`config.mk`:
```
export PLATFORM = sky130hd
export DESIGN_NAME = mpf_uart_word_loader
export DESIGN_NICKNAME = d
export VERILOG_FILES = /design/src/rtl/mpf_uart_word_loader.sv
export SDC_FILE = /design/constraint.sdc
export NUM_CORES = 1
export LEC_CHECK = 0
export ABC_AREA = 1
export BUFFER_PORTS_ARGS = -buffer_cell sky130_fd_sc_hd__buf_2
export CORE_MARGIN = 2
export CORE_UTILIZATION = 52
export CTS_BUF_LIST = sky130_fd_sc_hd__clkbuf_8
export CTS_CLUSTER_DIAMETER = 150
export DETAILED_ROUTE_END_ITERATION = 10
export GPL_ROUTABILITY_DRIVEN = 0
export PLACE_DENSITY = 0.77
export SLEW_MARGIN = 25
export SYNTH_ARGS = -nofsm -noshare
export SYNTH_HDL_FRONTEND = slang
export SYNTH_SLANG_ARGS = --single-unit
```
`constraint.sdc`:
```
create_clock -name clock -period 1.85 [get_ports clock]
set_input_delay 0.4625 -clock clock [delete_from_list [all_inputs] [get_ports clock]]
set_output_delay 0.4625 -clock clock [all_outputs]
set_load 0.01 [all_outputs]
```
`src/rtl/mpf_uart_word_loader.sv`:
```
// Packet loader behind the UART byte receiver: parses sync + 32-bit address + 32-bit data
// packets and issues one word write per valid packet on a req/ack port.
module mpf_uart_word_loader #(
    parameter int unsigned clock_frequency = 25000000,
    parameter int unsigned timeout_cycles  = clock_frequency / 100,
    parameter logic [7:0]  sync_byte       = 8'hA5
) (
    input  logic        clock,
    input  logic        reset_n,
    input  logic [7:0]  byte_data,
    input  logic        byte_ready,
    output logic        bus_write_req,
    output logic [31:0] bus_addr,
    output logic [31:0] bus_wdata,
    input  logic        bus_write_ack,
    output logic        busy,
    output logic        overrun,
    output logic [7:0]  drop_count
);

    localparam int CW = (timeout_cycles < 2) ? 1 : $clog2(timeout_cycles + 1);
    localparam logic [CW-1:0] TMO_LOAD = CW'(timeout_cycles);

    typedef enum logic [1:0] {
        ST_IDLE,
        ST_ADDR,
        ST_DATA,
        ST_WRITE
    } state_e;

    state_e        state_q, state_d;
    logic [1:0]    idx_q, idx_d;
    logic [CW-1:0] tmo_q, tmo_d;
    logic [31:0]   addr_q, addr_d;
    logic [31:0]   data_q, data_d;
    logic          req_q, req_d;
    logic          busy_q, busy_d;
    logic          ovr_q, ovr_d;
    logic [7:0]    drop_q, drop_d;
    logic          drop_inc;

    always_comb begin
        state_d  = state_q;
        idx_d    = idx_q;
        tmo_d    = tmo_q;
        addr_d   = addr_q;
        data_d   = data_q;
        req_d    = req_q;
        ovr_d    = ovr_q;
        drop_inc = 1'b0;

        case (state_q)
            ST_IDLE: begin
                tmo_d = '0;
                if (byte_ready && byte_data == sync_byte) begin
                    state_d = ST_ADDR;
                    idx_d   = 2'd0;
                    tmo_d   = TMO_LOAD;
                end
            end

            ST_ADDR: begin
                if (byte_ready) begin
                    addr_d = {addr_q[23:0], byte_data};
                    idx_d  = idx_q + 2'd1;
                    tmo_d  = TMO_LOAD;
                    if (idx_q == 2'd3) begin
                        // The word-alignment check uses the byte being shifted in.
                        if (byte_data[1:0] != 2'b00) begin
                            drop_inc = 1'b1;
                            state_d  = ST_IDLE;
                            tmo_d    = '0;
                        end else begin
                            state_d = ST_DATA;
                            idx_d   = 2'd0;
                        end
                    end
                end else if (tmo_q <= CW'(1)) begin
                    drop_inc = 1'b1;
                    state_d  = ST_IDLE;
                    tmo_d    = '0;
                end else begin
                    tmo_d = tmo_q - CW'(1);
                end
            end

            ST_DATA: begin
                if (byte_ready) begin
                    data_d = {data_q[23:0], byte_data};
                    idx_d  = idx_q + 2'd1;
                    tmo_d  = TMO_LOAD;
                    if (idx_q == 2'd3) begin
                        state_d = ST_WRITE;
                        req_d   = 1'b1;
                        idx_d   = 2'd0;
                        tmo_d   = '0;
                    end
                end else if (tmo_q <= CW'(1)) begin
                    drop_inc = 1'b1;
                    state_d  = ST_IDLE;
                    tmo_d    = '0;
                end else begin
                    tmo_d = tmo_q - CW'(1);
                end
            end

            ST_WRITE: begin
                // Bytes arriving here are flagged and discarded, never parsed as sync.
                if (byte_ready) begin
                    ovr_d = 1'b1;
                end
                if (bus_write_ack) begin
                    req_d   = 1'b0;
                    state_d = ST_IDLE;
                end
            end

            default: begin
                state_d = ST_IDLE;
                req_d   = 1'b0;
            end
        endcase

        drop_d = drop_q;
        if (drop_inc && drop_q != 8'hFF) begin
            drop_d = drop_q + 8'd1;
        end

        busy_d = (state_d != ST_IDLE);
    end

    // NOTE: all state uses non-blocking assignments so every flop samples pre-edge values.
    always_ff @(posedge clock or negedge reset_n) begin
        if (!reset_n) begin
            state_q <= ST_IDLE;
            idx_q   <= 2'd0;
            tmo_q   <= '0;
            addr_q  <= 32'd0;
            data_q  <= 32'd0;
            req_q   <= 1'b0;
            busy_q  <= 1'b0;
            ovr_q   <= 1'b0;
            drop_q  <= 8'd0;
        end else begin
            state_q <= state_d;
            idx_q   <= idx_d;
            tmo_q   <= tmo_d;
            addr_q  <= addr_d;
            data_q  <= data_d;
            req_q   <= req_d;
            busy_q  <= busy_d;
            ovr_q   <= ovr_d;
            drop_q  <= drop_d;
        end
    end

    assign bus_write_req = req_q;
    assign bus_addr      = addr_q;
    assign bus_wdata     = data_q;
    assign busy          = busy_q;
    assign overrun       = ovr_q;
    assign drop_count    = drop_q;

endmodule

```
======== Word-level counts from Yosys, hierarchy flattened ========
Cells that the tools add are included.
operators by class
  add/subtract/negate cells ............... 3
  multipliers ............................. 0
  divide/modulo/power cells ............... 0
  magnitude comparators ................... 1
  eq/ne operators ......................... 11
  shifts and indexed selects .............. 0
  mux-type cells .......................... 34
  bitwise operators ....................... 0
  reduce and logical (&&, ||, !) cells .... 12
operators with widths
  kind                     count
  $mux W18                 7
  $pmux W18 S3             1
  $mux W2                  14
  $le A18 B1 Y1 const B    1
  $sub A18 B1 Y18 const B  1
  $ne A2 B2 Y1 const B     5
  $add A8 B1 Y8 const B    1
  $eq A8 B8 Y1 const B     1
  $mux W1                  8
  $ne A8 B8 Y1 const B     1
  $pmux W2 S4              1
  $reduce_and A4 Y1        2
  $eq A2 B2 Y1 const B     3
  $pmux W2 S3              1
  $reduce_and A2 Y1        3
  $reduce_bool A2 Y1       3
  $pmux W1 S2              2
  $reduce_bool A3 Y1       1
  $add A2 B1 Y2 const B    1
  $eq A2 B1 Y1 const B     1
  $logic_and A1 B1 Y1      2
  $logic_not A2 Y1         1
storage, ports and cells
  bits in registers ....................... 97
  latch bits .............................. 0
  memory bits (writable) .................. 0
  memory bits (read-only) ................. 0
  input port bits ......................... 12
  output and inout bits ................... 75
  logic and storage cells ................. 70
  memories ................................ 0

======== Logic depth before layout (Yosys ltp) ========
Gate-level depths: netlist (run 1).
  depth after elaboration ................. 6
  mapped depth ............................ 12
  mapped depth without buffers ............ 11

======== Least setup slack after synthesis (run 1) ========
No wires, ideal clock.
  path type ............................... register to register
  start ................................... register state_q[0]
  end ..................................... register drop_q[2] (netlist: drop_count[2])
  library setup time ...................... 0.122 ns
  arrival ................................. 1.640 ns
  data required time ...................... 1.728 ns
  slack ................................... 0.088 ns
  stages on the path, launching flop included .. 11
  path buffers ............................ 1
  clock period less this slack ............ 1.762 ns
  cells stage by stage .................... dfrtp_1 -> inv_1 -> ha_1 -> nor2_1 -> inv_1 -> nand2_1 -> a31oi_1 -> nand2_4 -> buf_6 -> nand2_2 -> o21ai_2
on the way
  cells in the longest elaborated chain, start to end .. 3
  elaborated cells between the ends (all ways) .. 4
  those cells by class .................... 2 x eq/ne; 1 x mux; 1 x reduce/logical
RTL lines
  item                                                 line  RTL
  start: declaration                                   31    state_e state_q, state_d;
  start signal: assignment                             145   state_q <= state_d;
  $eq A2 B2 Y1 / $eq A2 B1 Y1 (equally long branches)  52    case (state_q)
  $pmux W1 S2 *                                        52
  $logic_and A1 B1 Y1 *                                125   if (drop_inc && drop_q != 8'hFF) begin
  end signal: assignment                               153   drop_q <= drop_d;
  end: declaration                                     39    logic [7:0] drop_q, drop_d;
Every way passes the cells marked *; elsewhere a longest branch is shown, timed or not.
A chain may end at the register's enable or synchronous reset.

======== Worst setup path in the final report (run 1) ========
  start ................................... register state_q[0]
  end ..................................... register tmo_q[7]
on the way
  cells in the longest elaborated chain, start to end .. 2
  elaborated cells between the ends (all ways) .. 5
  those cells by class .................... 2 x eq/ne; 1 x mux; 2 x reduce/logical
RTL lines
  item                                                       line  RTL
  $eq A2 B2 Y1 (tied with other cells)                       52
  $pmux W18 S3 / $reduce_bool A3 Y1 (equally long branches)  -
  end signal: assignment                                     147   tmo_q <= tmo_d;
  end: declaration                                           33    logic [CW-1:0] tmo_q, tmo_d;
Several ways; a longest one is shown, not always the timed one.

==> flow_metrics.py, run 1 <==
metrics = {
    "floorplan": {
        "core_area_um2": 8636,
        "die_w_um": 97.70,
        "die_h_um": 97.70,
        "start_util": 0.5287,
        "io_pins": 87,
        "std_cell_rows": 34,
        "dieArea_um2": 9545,
    },
    "placement": {
        "pre_cts_slack_ps": 84.83,
        "place_area_um2": 5218,
        "hpwl_um": 6825,
        "port_buffers": 86,
    },
    "setup_path": {
        "path_delay_family": "compound AO/OA/AOI/OAI gates",
        "arrival_ps": 2040,
        "critPathKind": "reg2reg",
        "reg2reg_depth": 7,
        "crit_required_ps": 2120,
        "crit_chain": "inv_1 > ha_1 > buf_4 > nand2_1 > a21oi_2 > o211ai_1 > a21oi_1",
        "r2r-end": "tmo_q[7]",
        "end_kind": "flip-flop",
        "crit_path_start_kind": "flip-flop",
        "slowest_delay_ps": 460,
        "path_max_fanout": 7,
        "cp.buffers_inverters": 2,
        "ff2ff_setup_slack_ps": 90,
        "cpMaxStageDelayCell": "dfrtp_2",
        "worstReg2RegStart": "state_q[0]",
    },
    "clock_network": {
        "cts.sinks": 97,
        "clock_path_buffers": 2,
        "clock_latency_ps": 360,
        "cts_tree": "done",
        "numCtsBuffers": 9,
        "htreeDepth": 3,
        "clk_pin_slew_ps": 100,
        "clockRootBuffer": "clkbuf_8",
    },
    "worst_hold_path": {
        "min_to": "bus_write_req",
        "hp-start": "bus_write_ack",
        "hold_path_depth": 2,
        "hp-class": "in2reg",
    },
    "routing": {
        "drc": 0,
        "first_iter_violations": 179,
        "routed_via_density": 5.284,
        "ant_nets": 0,
        "drt_wl_total_um": 9430,
        "num_vias": 3477,
        "first_pass_iters": 5,
        "wire_per_inst_um": 14.33,
    },
    "outcome": {
        "status": "finished, final reports clean",
    },
    "layout": {
        "diodes": 0,
        "fill_cells": 691,
        "multi_input_area_um2": 1937,
        "drive_above_1_share": 0.3473,
        "final_nets": 567,
        "syn_to_final_growth_pct": 18.61,
        "stdcell_area_um2": 5415,
        "mostFrequentLayoutCell": "dfrtp_1",
        "seqCellArea_um2": 2429,
        "layout_common_cells": "dfrtp_1, buf_2, nand2_1, mux2_2, inv_1",
        "final_core_util": 0.6271,
    },
    "global_routing": {
        "grt_pass1_vias": 3244,
        "grtUsageTotal": 0.1974,
        "antenna_found_initial": 0,
        "grt_overflow": 0,
        "grt_max_degree": 48,
        "grt_pass1_wl_um": 15440,
    },
    "pwr": {
        "peakVddDrop_uv": 734.8,
        "power_density_nw_per_um2": 1857,
        "power.leakage_nw": 2.867,
    },
    "synth": {
        "synth_nets": 469,
        "synth_edf_count": 0,
        "synth_seq_cells": 97,
        "synth_cell_types": 39,
        "avgSynthCellArea_um2": 10.21,
        "synth_top_cell_by_area": "dfrtp_1",
        "yosysWarnings": 0,
        "synth_top_area_share": 0.5317,
        "yosys-top-cells-area": "dfrtp_1, mux2_2, nand2_1",
        "synthCells": 447,
        "synthArstFlopShare": 1.000,
        "synthesis.area_um2": 4566,
        "ys_seq_area_frac": 0.5317,
        "synth_ff_type": "dfrtp_1",
    },
    "timing": {
        "slew_violations": 0,
        "skew_ps": 7.349,
        "worst_slew_pin_slew_ps": 349.5,
        "fin_ws_ps": 85.20,
        "clock.fmax_ghz": 0.5666,
        "min_period_ps": 1765,
        "hold_viol_final": 0,
        "setup_violations": 0,
        "max_slew_margin": 0.7670,
        "fin_crit_sh": 0.9539,
    },
    "job": {
        "maxCapViolations": 0,
    },
}
## cell families after synthesis
| group | count (synthesis) | share of synthesized area |
|---|---|---|
| compound gates | 56 | 0.07317 |
| xor+xnor | 17 | 0.03261 |
| fa+ha+maj | 10 | 0.02740 |
| buf+inv | 54 | 0.04768 |
| flops | 97 | 0.5317 |
| mux | 46 | 0.1135 |
| simple gates | 167 | 0.1740 |
## layer usage
metal | track usage | share of wire | vias to the layer above | wire [um]
li1 | - | - | 1660 | -
met1 | 0.2802 | 0.45 | 1661 | 4246
met2 | 0.3093 | 0.48 | 136 | 4500
met3 | 0.02950 | 0.058 | 20 | 549
met4 | 0.07692 | 0.014 | 0 | 132
met5 | 0 | 0 | - | 0
## synthesized netlist by cell type, types with 2 or more instances
cell / instances
clkbuf_1: 6
mux2_2: 46
a21oi_1: 9
xor2_1: 12
nor2_2: 4
nand2_2: 5
nand4_1: 3
inv_1: 39
nor2_1: 31
xnor2_1: 5
o21ai_0: 27
nor2_4: 4
buf_2: 6
o22ai_1: 6
dfrtp_1: 97
a31oi_1: 2
a22oi_1: 2
nand3_1: 25
o21ai_2: 3
nand2_1: 84
ha_1: 10
nand2_4: 4
## power by group
group / switching [mW] / internal (mW) / total (mW)
sequential: 0.676 / 2.97 / 3.65
clock: 0.762 / 0.490 / 1.25
combinational: 2.94 / 2.21 / 5.16
## sequential cells by signal, summed over array words and instances (netlist names)
signal and flops:
idx_q 2, bus_wdata 32, busy 1, drop_count 8, tmo_q 18, bus_addr 32, bus_write_req 1, state_q 2
overrun 1
## worst max path at each step
stage	start	depth (start not counted)	to	slack [ps]
after global routing	tmo_q[0]	10	drop_count[0]	-0.1
final	state_q[0]	7	tmo_q[7]	90
after floorplan	state_q[0]	10	drop_count[2]	90
after global placement	state_q[1]	9	tmo_q[0]	160
after CTS	state_q[0]	7	tmo_q[0]	60
after detailed placement	state_q[0]	7	tmo_q[0]	80
## timing repair
item / CTS / global route
hold buffers: 1 / 0
endpoints found under the hold margin: 10 / 0
endpoints found under the setup margin: 0 / 20
resized for setup: 0 / 6
buffers inserted: 0 / 0
## area by class of cell
class,count,area share
inverters,41,0.02842
multi-input cells,296,0.3577
clock buffers,9,0.02287
clock inverters,7,0.008549
well taps,108,0.02495
flip-flops and latches,97,0.4485
repair buffers,100,0.1091
## metrics by stage
step	cells	total power, mW	hold slack (ps)	setup TNS (ps)
floorplan	447	7.122	166.9	0
global placement	641	8.578	319.6	0
detailed placement	641	8.783	323.0	0
CTS	658	10.07	293.5	0
global route	658	10.82	307.5	-0.1095
finish	658	10.06	306.6	0
Note: power is estimated with default switching activity, not from simulation.
==> run 2, diff against run 1 <==
ABC_AREA = not set   (was 1)
CORE_UTILIZATION = 51   (was 52)
PLACE_DENSITY = 0.76   (was 0.77)
==> flow_metrics.py, run 2 <==
metrics = {
    "floorplan": {
        "die_w_um": 97.01,
        "std_cell_rows": 33,
        "start_util": 0.5316,
        "dieArea_um2": 9410,
        "core_area_um2": 8299,
        "die_h_um": 97.01,
        "io_pins": 87,
    },
    "synth": {
        "avgSynthCellArea_um2": 12.25,
        "synthCells": 360,
        "synth_seq_cells": 97,
        "yosysWarnings": 0,
        "yosys-top-cells-area": "dfrtp_1, mux2_2, ha_1",
        "synth_ff_type": "dfrtp_1",
        "synth_cell_types": 49,
        "synthArstFlopShare": 1.000,
        "synthesis.area_um2": 4412,
        "synth_edf_count": 0,
        "ys_seq_area_frac": 0.5502,
        "synth_nets": 382,
        "synth_top_cells_by_count": "dfrtp_1, mux2_2, nand2_1",
        "synth_top_cell_by_area": "dfrtp_1",
        "synth.most_common_cell": "dfrtp_1",
        "synth_top_area_share": 0.5502,
    },
    "pwr": {
        "peakVddDrop_uv": 1091,
        "power.leakage_nw": 3.087,
        "power_density_nw_per_um2": 1512,
    },
    "setup_path": {
        "crit_chain": "or4_4 > nor4b_4 > a31oi_4 > nor2b_4 > mux2_4",
        "path_max_fanout": 6,
        "reg2reg_depth": 5,
        "slowest_delay_ps": 580,
        "ff2ff_setup_slack_ps": -260,
        "end_kind": "flip-flop",
        "critPathKind": "reg2reg",
        "arrival_ps": 2370,
        "crit_required_ps": 2100,
        "crit_path_start_kind": "flip-flop",
        "r2r-end": "drop_count[1]",
        "worstReg2RegStart": "tmo_q[6]",
        "cpMaxStageDelayCell": "or4_4",
    },
    "timing": {
        "clock.fmax_ghz": 0.4731,
        "slew_violations": 0,
        "skew_ps": 10.30,
        "rsz0062_at_grt": "true",
        "hold_viol_final": 0,
        "min_period_ps": 2114,
        "tns_ps": -4763,
        "setup_violations": 29,
        "worst_slew_pin_slew_ps": 538.7,
        "fin_crit_sh": 1.142,
        "fin_ws_ps": -263.5,
        "max_slew_margin": 0.6409,
    },
    "routing": {
        "routed_via_density": 5.560,
        "num_vias": 3525,
        "first_pass_iters": 5,
        "drc": 0,
        "first_iter_violations": 131,
        "drt_wl_total_um": 10790,
        "ant_nets": 0,
        "wire_per_inst_um": 17.02,
    },
    "placement": {
        "hpwl_um": 7522,
        "port_buffers": 86,
        "place_area_um2": 5595,
    },
    "global_routing": {
        "use_met2": 0.3851,
        "grt_use_met1": 0.2943,
        "busiest_layer": "met2",
        "antenna_found_initial": 0,
        "grt_pass1_vias": 3553,
        "grtUsageTotal": 0.2283,
        "grt_pass1_wl_um": 17500,
        "use_met3": 0.03902,
        "grt_overflow": 0,
        "grt_max_degree": 41,
    },
    "clock_network": {
        "numCtsBuffers": 9,
        "cts.sinks": 97,
        "clock_latency_ps": 370,
        "htreeDepth": 3,
        "cts_tree": "done",
        "clk_pin_slew_ps": 100,
        "clockRootBuffer": "clkbuf_8",
        "clock_path_buffers": 2,
    },
    "layout": {
        "stdcell_area_um2": 6165,
        "layout_common_cells": "dfrtp_1, buf_2, buf_4, mux2_2, nand2_1",
        "drive_above_1_share": 0.5879,
        "syn_to_final_growth_pct": 39.73,
        "mostFrequentLayoutCell": "dfrtp_1",
        "diodes": 0,
        "final_nets": 546,
    },
    "job": {
        "maxCapViolations": 0,
    },
    "outcome": {
        "violations": "negative setup slack",
        "status": "complete, but fails checks",
    },
    "worst_hold_path": {
        "hp-class": "in2async",
    },
}
run 2: per-stage QoR:
step	power [mW]	std cells	hold WS, ps	setup slack, ps	utilization
floorplan	5.529	360	166.9	-383.7	-
global placement	7.075	609	432.5	-284.7	0.6742
detailed placement	7.277	609	446.2	-340.8	0.6742
CTS	9.041	631	69.44	-241.1	0.7226
global route	9.863	634	92.90	-312.4	0.7428
finish	9.322	634	71.48	-263.5	0.7428
run 2: timing repair:
item	CTS	global route
setup endpoints to repair	30	31
setup buffers	5	3
pin swaps	12	12
gates cloned	1	0
resized for setup	42	27
hold buffers	0	0
run 2: report_power, final:
part	internal, mW	switching, mW
combinational	2.50	2.31
clock	0.527	0.845
sequential	2.71	0.423
run 2: worst max path at each step:
stage	startpoint	endpoint	slack, ps	depth (start not counted)
4_1_cts	tmo_q[4]	tmo_q[15]	-240	5
6_report	tmo_q[6]	drop_count[1]	-260	5
3_5_place_dp	tmo_q[6]	drop_count[1]	-340	5
2_1_floorplan	tmo_q[3]	drop_count[1]	-380	6
5_1_grt	tmo_q[6]	tmo_q[15]	-310	5
3_3_place_gp	byte_data[3]	idx_q[0]	-280	7
run 2: kinds of logic after synthesis:
family / share of synthesized area
flops: 0.5502
compound gates: 0.09756
fa+ha+maj: 0.02836
mux: 0.1710
buf+inv: 0.02553
xor+xnor: 0.009926
simple gates: 0.1174
run 2: final cells by class:
type | instances | area [um^2]
sequential | 97 | 2429
fill | 515 | 2135
clock buffer | 9 | 123.9
clock inverter | 7 | 71.32
tap | 105 | 131.4
inverter | 12 | 45.04
timing repair buffer | 168 | 1139
multi-input combinational | 236 | 2226
run 2: worst max-delay path: cells and delay by family (launching register included):
kind	cells	cell delay, ps
AO/OA/AOI/OAI	1	220
flip-flops	1	390
AND/OR/NAND/NOR	3	1090
multiplexers	1	310
run 2: per-layer routing:
metal / vias to the layer above / part of all wire
met4: 0 / 0.021
met3: 18 / 0.045
li1: 1639 / -
met1: 1761 / 0.42
met5: - / 0
met2: 107 / 0.52
==> run 3, diff against run 2 <==
GPL_TIMING_DRIVEN = 0   (was not set)
HOLD_SLACK_MARGIN = 0.15   (was not set)
PLACE_DENSITY = not set   (was 0.76)
PLACE_DENSITY_LB_ADDON = 0.12   (was not set)
==> flow_metrics.py, run 3 (same netlist as run 2, synthesis figures left out) <==
metrics = {
    "clock_network": {
        "htreeDepth": 3,
        "clockRootBuffer": "clkbuf_8",
        "clk_pin_slew_ps": 100,
        "numCtsBuffers": 9,
        "clock_latency_ps": 370,
        "cts_tree": "done",
        "clock_path_buffers": 2,
        "cts.sinks": 97,
    },
    "worst_hold_path": {
        "hp-class": "in2reg",
        "hold_path_depth": 2,
    },
    "setup_path": {
        "end_kind": "flip-flop",
        "crit_required_ps": 2110,
        "crit_path_start_kind": "flip-flop",
        "cpMaxStageDelayCell": "dfrtp_1",
        "crit_chain": "or3_4 > nor4b_4 > buf_4 > a31oi_4 > nor2b_4 > mux2_4",
        "slowest_delay_ps": 470,
        "arrival_ps": 2410,
        "reg2reg_depth": 6,
        "path_max_fanout": 7,
        "critPathKind": "reg2reg",
    },
    "timing": {
        "min_period_ps": 2154,
        "setup_violations": 29,
        "fin_crit_sh": 1.165,
        "slew_violations": 0,
        "worst_slew_pin_slew_ps": 478.6,
        "fin_ws_ps": -304.5,
        "rsz0062_at_grt": "true",
        "hold_viol_final": 0,
        "clock.fmax_ghz": 0.4641,
        "skew_ps": 16.04,
        "max_slew_margin": 0.6810,
    },
    "routing": {
        "drt_wl_total_um": 10150,
        "first_pass_iters": 4,
        "num_vias": 3388,
        "ant_nets": 0,
        "routed_via_density": 5.656,
        "drc": 0,
        "first_iter_violations": 164,
        "wire_per_inst_um": 16.94,
    },
    "placement": {
        "port_buffers": 86,
        "hpwl_um": 6518,
        "post-place-cells": 552,
        "pre_cts_slack_ps": -564.4,
    },
    "layout": {
        "finalNonFillerCells": 599,
        "fill_cells": 583,
        "diodes": 0,
        "mostFrequentLayoutCell": "dfrtp_1",
        "final_nets": 511,
        "drive_above_1_share": 0.5466,
        "syn_to_final_growth_pct": 32.84,
        "layout_common_cells": "dfrtp_1, buf_2, mux2_2, buf_4, nand2_1",
    },
    "global_routing": {
        "grtUsageTotal": 0.2184,
        "grt_pass1_wl_um": 16620,
        "antenna_found_initial": 0,
        "grt_overflow": 0,
        "grt_pass1_vias": 3287,
        "grt_max_degree": 59,
    },
    "job": {
        "maxCapViolations": 0,
    },
    "pwr": {
        "peakVddDrop_uv": 917.2,
        "power_density_nw_per_um2": 1519,
        "power.leakage_nw": 2.888,
    },
    "floorplan": {
        "core_area_um2": 8299,
        "std_cell_rows": 33,
        "dieArea_um2": 9410,
        "start_util": 0.5316,
        "die_h_um": 97.01,
        "io_pins": 87,
        "die_w_um": 97.01,
    },
    "outcome": {
        "status": "complete, but fails checks",
        "violations": "negative setup slack",
    },
}
## run 3: metal layers
metal  vias up  part of all wire  track usage
li1       1580                 -            -
met1      1696              0.45       0.3056
met2        98              0.49       0.3510
met3        14             0.045      0.03685
met4         0             0.014      0.06717
met5         -                 0            0
## run 3: path summary, 6_finish.rpt
kind,start,slack (ps),to
setup / recovery,tmo_q[8],-300,drop_count[1]
hold / removal,byte_data[7],380,bus_addr[7]
setup reg to reg,tmo_q[8],-300,drop_count[1]
hold reg to reg,overrun,470,overrun
max in group asynchronous,reset_n,660,drop_count[5]
min in group asynchronous,reset_n,560,bus_wdata[13]
## run 3: critical path: cells and delay by family (launching register included)
kind / cells / cell delay, ps
compound gates: 1 / 160
buf+inv: 1 / 170
flops: 1 / 470
mux: 1 / 300
simple gates: 3 / 930
## run 3: power breakdown
| group | switching [mW] | internal, mW | total, mW |
|---|---|---|---|
| registers | 0.500 | 2.71 | 3.21 |
| clock network | 0.806 | 0.556 | 1.36 |
| logic | 2.12 | 2.21 | 4.33 |
| total | 3.42 | 5.48 | 8.90 |
## run 3: stage by stage
| step | hold WS (ps) | utilization | TNS, ps | power (mW) | cell area [um^2] |
|---|---|---|---|---|---|
| after floorplan | 166.9 | - | -5036 | 5.529 | 4526 |
| after global placement | 439.9 | 0.6130 | -83040 | 6.394 | 5087 |
| after detailed placement | 397.7 | 0.6171 | -24580 | 6.513 | 5121 |
| after CTS | 346.9 | 0.6932 | -4832 | 8.683 | 5753 |
| after global routing | 370.8 | 0.7062 | -8548 | 9.433 | 5861 |
| final | 377.6 | 0.7062 | -6213 | 8.904 | 5861 |
## run 3: layout make-up
class,instances,area [um^2],area share
Sequential cell,97,2429,0.4144
Multi-Input combinational cell,236,2207,0.3766
Timing Repair Buffer,121,752.0,0.1283
Clock buffer,10,137.6,0.02348
Tap cell,105,131.4,0.02242
Buffer,12,95.09,0.01623
Clock inverter,6,61.31,0.01046
Inverter,12,47.55,0.008113
## run 3: timing repair
action,in CTS,in global routing
hold buffers,1,0
buffers inserted,26,6
gates resized for setup,58,18
hold endpoints to repair,39,0
cloned,1,0
pin swaps,20,15
setup endpoints to repair,90,74
